**src/rtl/connect_router_buffered_pkg.sv**
```systemverilog
// Shared definitions for the buffered hring connect-level ring stop.
// Flit layout: bit 0 = valid, [ID_W:1] = destination ID,
// [2*ID_W:ID_W+1] = source ID, and the upper bits are payload.
// An empty slot is carried as an all-zero flit.
package connect_router_buffered_pkg;

  localparam int VALID_BIT = 0;

  // Field bounds are functions of ID_W so every user picks the same slices.
  function automatic int dest_lsb();
    return 1;
  endfunction

  function automatic int dest_msb(input int id_w);
    return id_w;
  endfunction

  function automatic int src_lsb(input int id_w);
    return id_w + 1;
  endfunction

  function automatic int src_msb(input int id_w);
    return 2 * id_w;
  endfunction

endpackage

```
**src/rtl/connect_router_buffered_if.sv**
```systemverilog
// Bundles the ring, injection and ejection signals of one ring stop.
// Handshakes: a transfer happens on a rising clk edge where valid && ready
// are both 1; valid never waits on ready. inj_ready is a combinational
// function of the ring slot only; eject_ready pops the FIFO head.
//   ring_in/ring_out  : upstream / registered downstream flit
//   inj_*             : local injection (data, valid, ready)
//   eject_*           : FIFO head, non-empty flag, pop, occupancy
//   deflect_cnt/starve: statistics exported to the ring controller
// modport master = environment side, modport slave = router side.
interface connect_router_buffered_if #(
  parameter int FLIT_W = 144,
  parameter int DEPTH  = 4,
  parameter int CNT_W  = 16
);
  localparam int CW = $clog2(DEPTH + 1);

  logic [FLIT_W-1:0] ring_in;
  logic [FLIT_W-1:0] ring_out;
  logic [FLIT_W-1:0] inj_data;
  logic              inj_valid;
  logic              inj_ready;
  logic [FLIT_W-1:0] eject_data;
  logic              eject_valid;
  logic              eject_ready;
  logic [CW-1:0]     eject_count;
  logic [CNT_W-1:0]  deflect_cnt;
  logic              starve;

  modport master (
    output ring_in, inj_data, inj_valid, eject_ready,
    input  ring_out, inj_ready, eject_data, eject_valid, eject_count,
           deflect_cnt, starve
  );

  modport slave (
    input  ring_in, inj_data, inj_valid, eject_ready,
    output ring_out, inj_ready, eject_data, eject_valid, eject_count,
           deflect_cnt, starve
  );
endinterface

```
**src/rtl/connect_router_buffered_ring_eject_fifo.sv**
```systemverilog
// First-word-fall-through eject FIFO.
// Ports: clk, rst (async, active-high); i_push/i_data write side;
// i_pop pops the head when non-empty; o_data head (zero when empty),
// o_valid non-empty, o_count occupancy, o_full = (count == DEPTH).
// A push into a full FIFO is refused even if a pop happens the same cycle.
module ring_eject_fifo #(
  parameter int FLIT_W = 144,
  parameter int DEPTH  = 4
) (
  input  logic                       clk,
  input  logic                       rst,
  input  logic                       i_push,
  input  logic [FLIT_W-1:0]          i_data,
  input  logic                       i_pop,
  output logic [FLIT_W-1:0]          o_data,
  output logic                       o_valid,
  output logic [$clog2(DEPTH+1)-1:0] o_count,
  output logic                       o_full
);
  localparam int AW = $clog2(DEPTH);
  localparam int CW = $clog2(DEPTH + 1);

  logic [FLIT_W-1:0] r_mem [DEPTH];
  logic [AW-1:0]     r_wr_ptr;
  logic [AW-1:0]     r_rd_ptr;
  logic [CW-1:0]     r_count;
  logic              w_push;
  logic              w_pop;
  logic              w_empty;

  assign w_empty = (r_count == '0);
  assign o_full  = (r_count == CW'(DEPTH));
  assign w_push  = i_push && !o_full;
  assign w_pop   = i_pop && !w_empty;

  // Storage is not reset; the head is masked to zero while empty.
  always_ff @(posedge clk) begin
    if (w_push) r_mem[r_wr_ptr] <= i_data;
  end

  // Pointers wrap naturally because DEPTH is a power of two.
  always_ff @(posedge clk or posedge rst) begin
    if (rst) begin
      r_wr_ptr <= '0;
      r_rd_ptr <= '0;
      r_count  <= '0;
    end else begin
      if (w_push) r_wr_ptr <= r_wr_ptr + 1'b1;
      if (w_pop)  r_rd_ptr <= r_rd_ptr + 1'b1;
      case ({w_push, w_pop})
        2'b10:   r_count <= r_count + 1'b1;
        2'b01:   r_count <= r_count - 1'b1;
        default: r_count <= r_count;
      endcase
    end
  end

  assign o_valid = !w_empty;
  assign o_data  = w_empty ? '0 : r_mem[r_rd_ptr];
  assign o_count = r_count;
endmodule

```
**src/rtl/connect_router_buffered.sv**
```systemverilog
// Buffered ring stop for the hring connect level.
// Ports: clk, rst (async, active-high) and bus (slave modport) carrying
// ring_in/ring_out, inj_data/inj_valid/inj_ready,
// eject_data/eject_valid/eject_ready/eject_count, deflect_cnt, starve.
// Local flits are ejected into a FIFO; when it is full they are deflected
// onward and counted. Injection takes any slot left free this cycle.
module connect_router_buffered
  import connect_router_buffered_pkg::*;
#(
  parameter int FLIT_W       = 144,
  parameter int ID_W         = 4,
  parameter int NODE_ID      = 0,
  parameter int DEPTH        = 4,
  parameter int STARVE_LIMIT = 16,
  parameter int CNT_W        = 16
) (
  input  logic                    clk,
  input  logic                    rst,
  connect_router_buffered_if.slave bus
);
  localparam int WW = $clog2(STARVE_LIMIT + 1);

  logic [FLIT_W-1:0] r_ring_out;
  logic [CNT_W-1:0]  r_deflect_cnt;
  logic [WW-1:0]     r_wait;
  logic              r_starve;

  logic [ID_W-1:0]   w_dest;
  logic              w_in_valid;
  logic              w_local;
  logic              w_full;
  logic              w_eject;
  logic              w_deflect;
  logic              w_slot_free;
  logic              w_accept;
  logic [FLIT_W-1:0] w_ring_nxt;
  logic [WW-1:0]     w_wait_nxt;

  assign w_in_valid  = bus.ring_in[VALID_BIT];
  assign w_dest      = bus.ring_in[dest_msb(ID_W):dest_lsb()];
  assign w_local     = w_in_valid && (w_dest == ID_W'(NODE_ID));
  assign w_eject     = w_local && !w_full;
  assign w_deflect   = w_local && w_full;
  assign w_slot_free = !w_in_valid || w_eject;
  assign w_accept    = bus.inj_valid && w_slot_free;
  assign bus.inj_ready = w_slot_free;

  ring_eject_fifo #(
    .FLIT_W(FLIT_W),
    .DEPTH (DEPTH)
  ) u_fifo (
    .clk    (clk),
    .rst    (rst),
    .i_push (w_eject),
    .i_data (bus.ring_in),
    .i_pop  (bus.eject_ready),
    .o_data (bus.eject_data),
    .o_valid(bus.eject_valid),
    .o_count(bus.eject_count),
    .o_full (w_full)
  );

  // Transit traffic has priority; an ejected flit frees its slot.
  always_comb begin
    w_ring_nxt = '0;
    if (w_in_valid && !w_eject) w_ring_nxt = bus.ring_in;
    else if (bus.inj_valid)     w_ring_nxt = bus.inj_data;
  end

  // Wait counter: clears when idle or granted, else saturates at the limit.
  always_comb begin
    w_wait_nxt = r_wait;
    if (!bus.inj_valid || w_accept)   w_wait_nxt = '0;
    else if (r_wait != WW'(STARVE_LIMIT)) w_wait_nxt = r_wait + 1'b1;
  end

  always_ff @(posedge clk or posedge rst) begin
    if (rst) begin
      r_ring_out    <= '0;
      r_deflect_cnt <= '0;
      r_wait        <= '0;
      r_starve      <= 1'b0;
    end else begin
      r_ring_out <= w_ring_nxt;
      if (w_deflect && (r_deflect_cnt != '1))
        r_deflect_cnt <= r_deflect_cnt + 1'b1;
      r_wait   <= w_wait_nxt;
      // starve follows the counter value being written this edge.
      r_starve <= (w_wait_nxt == WW'(STARVE_LIMIT));
    end
  end

  assign bus.ring_out    = r_ring_out;
  assign bus.deflect_cnt = r_deflect_cnt;
  assign bus.starve      = r_starve;
endmodule
```
**src/flat_wrapper.sv**
```systemverilog
// flat-port wrapper written by rule: the top's interface ports become plain ports
module connect_router_buffered_flat import connect_router_buffered_pkg::*;
#(
  parameter int FLIT_W       = 144,
  parameter int ID_W         = 4,
  parameter int NODE_ID      = 0,
  parameter int DEPTH        = 4,
  parameter int STARVE_LIMIT = 16,
  parameter int CNT_W        = 16
)
  (clk, rst, bus_ring_in, bus_inj_data, bus_inj_valid, bus_eject_ready, bus_ring_out, bus_inj_ready, bus_eject_data, bus_eject_valid, bus_eject_count, bus_deflect_cnt, bus_starve);
  connect_router_buffered_if #(.FLIT_W(FLIT_W), .DEPTH(DEPTH), .CNT_W(CNT_W)) bus_i ();
  input  logic clk;
  input  logic rst;
  input wire logic [$bits(bus_i.ring_in)-1:0] bus_ring_in;
  input wire logic [$bits(bus_i.inj_data)-1:0] bus_inj_data;
  input wire logic [$bits(bus_i.inj_valid)-1:0] bus_inj_valid;
  input wire logic [$bits(bus_i.eject_ready)-1:0] bus_eject_ready;
  output wire logic [$bits(bus_i.ring_out)-1:0] bus_ring_out;
  output wire logic [$bits(bus_i.inj_ready)-1:0] bus_inj_ready;
  output wire logic [$bits(bus_i.eject_data)-1:0] bus_eject_data;
  output wire logic [$bits(bus_i.eject_valid)-1:0] bus_eject_valid;
  output wire logic [$bits(bus_i.eject_count)-1:0] bus_eject_count;
  output wire logic [$bits(bus_i.deflect_cnt)-1:0] bus_deflect_cnt;
  output wire logic [$bits(bus_i.starve)-1:0] bus_starve;
  assign bus_i.ring_in = bus_ring_in;
  assign bus_i.inj_data = bus_inj_data;
  assign bus_i.inj_valid = bus_inj_valid;
  assign bus_i.eject_ready = bus_eject_ready;
  assign bus_ring_out = bus_i.ring_out;
  assign bus_inj_ready = bus_i.inj_ready;
  assign bus_eject_data = bus_i.eject_data;
  assign bus_eject_valid = bus_i.eject_valid;
  assign bus_eject_count = bus_i.eject_count;
  assign bus_deflect_cnt = bus_i.deflect_cnt;
  assign bus_starve = bus_i.starve;
  connect_router_buffered #(.FLIT_W(FLIT_W), .ID_W(ID_W), .NODE_ID(NODE_ID), .DEPTH(DEPTH), .STARVE_LIMIT(STARVE_LIMIT), .CNT_W(CNT_W)) u_core (.clk(clk), .rst(rst), .bus(bus_i));
endmodule
```
**config.mk**
```make
export PLATFORM = sky130hd
export DESIGN_NAME = connect_router_buffered_flat
export DESIGN_NICKNAME = d
export VERILOG_FILES = /design/src/rtl/connect_router_buffered_pkg.sv /design/src/rtl/connect_router_buffered_if.sv /design/src/rtl/connect_router_buffered_ring_eject_fifo.sv /design/src/rtl/connect_router_buffered.sv /design/src/flat_wrapper.sv
export SDC_FILE = /design/constraint.sdc
export NUM_CORES = 1
export LEC_CHECK = 0
export ABC_AREA = 1
export BUFFER_PORTS_ARGS = -buffer_cell sky130_fd_sc_hd__buf_2
export CORE_MARGIN = 2
export CORE_UTILIZATION = 44
export CTS_CLUSTER_DIAMETER = 120
export DETAILED_ROUTE_END_ITERATION = 8
export PLACE_DENSITY = 0.71
export REMOVE_ABC_BUFFERS = 1
export SLEW_MARGIN = 5
export SYNTH_ARGS = -nofsm -noshare
export SYNTH_HDL_FRONTEND = slang
export SYNTH_SLANG_ARGS = --single-unit
```
**constraint.sdc**
```tcl
create_clock -name clk -period 10.1 [get_ports clk]
set_clock_uncertainty 0.1 [all_clocks]
set_input_delay 2.02 -clock clk [delete_from_list [all_inputs] [get_ports clk]]
set_output_delay 2.02 -clock clk [all_outputs]
set_load 0.005 [all_outputs]
```
==> results.json <==
{
  "critical_path_required_ns": 7.98,
  "synth_edf_count": 576,
  "synth_ff_type": "edfxtp_1",
  "port_buffers": 601,
  "overflow": 0,
  "synth_top_area_share_pct": 58.7,
  "worst_slack_ns": 4.06,
  "ir_drop_uv": 174,
  "total_power_mw": 9.02,
  "status": "finished, final reports clean",
  "rows": 94,
  "fin_crit_ns": 6.04,
  "maxSlewViolCount": 0,
  "p_leak_nw": 14.6,
  "worstPathCellList": "buf_4 -> buf_4 -> nor2_1 -> nor2_1 -> o21ai_0 -> a21oi_1 -> buf_2",
  "min_period_over_period_pct": 59.8,
  "rr_worst_depth": 5,
  "fin_area_um2": 35700,
  "setup_viol": 0,
  "track_usage_pct": 21.1,
  "syn_avg_cell_area_um2": 11.6,
  "nNetsFinal": 3385,
  "fin_util_pct": 54.2,
  "critical_path.endpoint_type": "primary output",
  "grt_max_degree": 148,
  "crit_type": "register to primary output",
  "die_w_um": 263,
  "hold_class": "register to register",
  "route.detailed.drc": 0,
  "max_stage_delay_ns": 1.05,
  "drive_above_1_share_pct": 24.4,
  "hpwl_um": 44300,
  "vias": 20724,
  "hold_buffers": 0,
  "core_um2": 66000,
  "clk_latency_ns": 0.61,
  "synth.most_common_cell": "nor2_1",
  "worstReg2RegEnd": "u_core.u_fifo.r_mem[1][22]",
  "ys_types": 28,
  "placed_area_um2": 33100,
  "wl_per_cell_um": 18.6,
  "syn-cell-area_um2": 29500,
  "rsz0062_at_grt": "no",
  "yosys.area.top_type": "edfxtp_1",
  "hold_ws_ns": 0.409,
  "fmax_mhz": 166,
  "vias_per_cell": 5.15,
  "timing.rr.start": "u_core.u_fifo.o_count[2]",
  "yosys_register_bits": 749,
  "cts_tree": "done",
  "holdPathStages": 2,
  "hp-start": "u_core.u_fifo.o_count[1]",
  "grt_pass1_vias": 20347,
  "synthCells": 2539,
  "start_util_pct": 44.7,
  "synth_commonest_cells": "nor2_1, edfxtp_1, nand2_1",
  "hold_viol": 0,
  "synth_warnings": 0,
  "arrival_ns": 3.92,
  "area_delta_synth_final_pct": 21.3,
  "dieArea_um2": 69100,
  "cts.clk_slew.worst_paths_ns": 0.06,
  "cts_buffers": 77,
  "dr.pass1.iters": 5,
  "cts_resized": 0,
  "crit_path_top_delay_cell": "dfrtp_4",
  "setup_tns_ns": 0,
  "io_pins": 602,
  "wirelength_um": 74700,
  "reg2reg_slack_ns": 6.56,
  "dp_slack_ns": 4.55,
  "clockBufferDepth": 3,
  "clockRootBuffer": "clkbuf_16",
  "post_cts.repair.setup_buffers": 0,
  "cp-start-kind": "register",
  "place_inst": 3869,
  "maxSlewHeadroom_pct": 24.0,
  "cts_sinks": 749,
  "p_per_area_nw_per_um2": 252,
  "fillCellCount": 5488,
  "synth_area_leaders": "edfxtp_1, dfrtp_1, nor2_1",
  "grt_pass1_wl_um": 114000,
  "antenna_found_initial": 10,
  "ant_nets": 0,
  "hold-path-endpoint": "u_core.u_fifo.o_count[1]",
  "die_h_um": 263,
  "ys_seq_area_share_pct": 73.4,
  "fin_cells": 4021,
  "tightest_slew_ns": 1.14,
  "h-tree-depth": 3,
  "gp_congestion": 0.818,
  "async_flop_share_pct": 23.1,
  "drtIter0Drc": 1590,
  "cp_max_fo": 81,
  "maxCapViolations": 0
}
-- routing by layer --
metal  part of all wire, %  vias to the layer above  GRT usage (%)  wire length [um]
met5                 0.062                        -              0                46
met4                   2.7                        6           7.40              2000
met3                   7.4                      126           5.02              5490
met2                    50                      717           36.2             37600
met1                    40                    10054           26.2             29500
li1                      -                     9821              -                 -
-- area by class of cell --
class | instances | area [um2] | share of cell area, %
Timing Repair Buffer | 625 | 3230 | 9.03
Sequential cell | 749 | 21600 | 60.5
Inverter | 33 | 146 | 0.410
Tap cell | 864 | 1080 | 3.02
Multi-Input combinational cell | 1598 | 7050 | 19.7
Antenna cell | 8 | 20.0 | 0.0560
Clock buffer | 112 | 2250 | 6.30
Clock inverter | 32 | 338 | 0.945
-- report_power, final --
part / internal, mW / switching (mW) / total (mW)
combinational: 0.931 / 1.71 / 2.64
sequential: 3.42 / 0.0988 / 3.52
clock: 1.67 / 1.18 / 2.85
total: 6.03 / 2.99 / 9.02
-- cells by family (layout without fill, tap and decap cells) --
group           after synthesis  count (layout)  synth area share, %
simple gates               1129            1129                 15.3
flops                       749             749                 73.4
compound gates              441             441                 7.51
buf+inv                     192             802                 2.87
xor+xnor                     19              19                0.565
fa+ha+maj                     9               9                0.408
other cells                   0               8                    0
-- registers in the layout, summed over array words and instances, names as in the netlist --
| register | count |
|---|---|
| u_core.bus.deflect_cnt | 16 |
| u_core.bus.ring_out | 144 |
| u_core.bus.starve | 1 |
| u_core.r_wait | 5 |
| u_core.u_fifo.o_count | 3 |
| u_core.u_fifo.r_mem | 576 |
| u_core.u_fifo.r_rd_ptr | 2 |
| u_core.u_fifo.r_wr_ptr | 2 |
-- layout by cell type, fill, tap and decap left out, drive strengths merged --
cell / synthesis / final
a21oi: 146 / 146
buf: 109 / 625
bufinv: 0 / 4
clkbuf: 50 / 112
clkinv: 0 / 21
clkinvlp: 0 / 3
dfrtp: 173 / 173
diode: 0 / 8
edfxtp: 576 / 576
fa: 1 / 1
ha: 8 / 8
inv: 33 / 37
nand2: 361 / 361
nand3: 150 / 150
nand3b: 1 / 1
nand4: 5 / 5
nor2: 607 / 607
nor3: 5 / 5
o21ai: 294 / 294
o21bai: 1 / 1
xnor2: 8 / 8
xor2: 11 / 11
-- worst max path at each step --
stage	from	end	slack [ns]
after floorplan	u_core.u_fifo.r_rd_ptr[0]	bus_eject_data[0]	-1.04
after global placement	bus_ring_in[2]	bus_inj_ready	4.55
after detailed placement	bus_ring_in[2]	bus_inj_ready	4.55
after CTS	u_core.u_fifo.r_rd_ptr[0]	bus_eject_data[74]	4.03
after global routing	u_core.u_fifo.r_rd_ptr[0]	bus_eject_data[11]	3.79
final	u_core.u_fifo.r_rd_ptr[0]	bus_eject_data[74]	4.06
-- worst max-delay path, delay by kind of cell (launching register included) --
kind | cells | cell delay (ns)
buffers and inverters | 3 | 1.58
flip-flops | 1 | 1.05
AND/OR/NAND/NOR | 2 | 0.19
AO/OA/AOI/OAI | 2 | 0.37
Note: power is estimated with default switching activity, not from simulation.
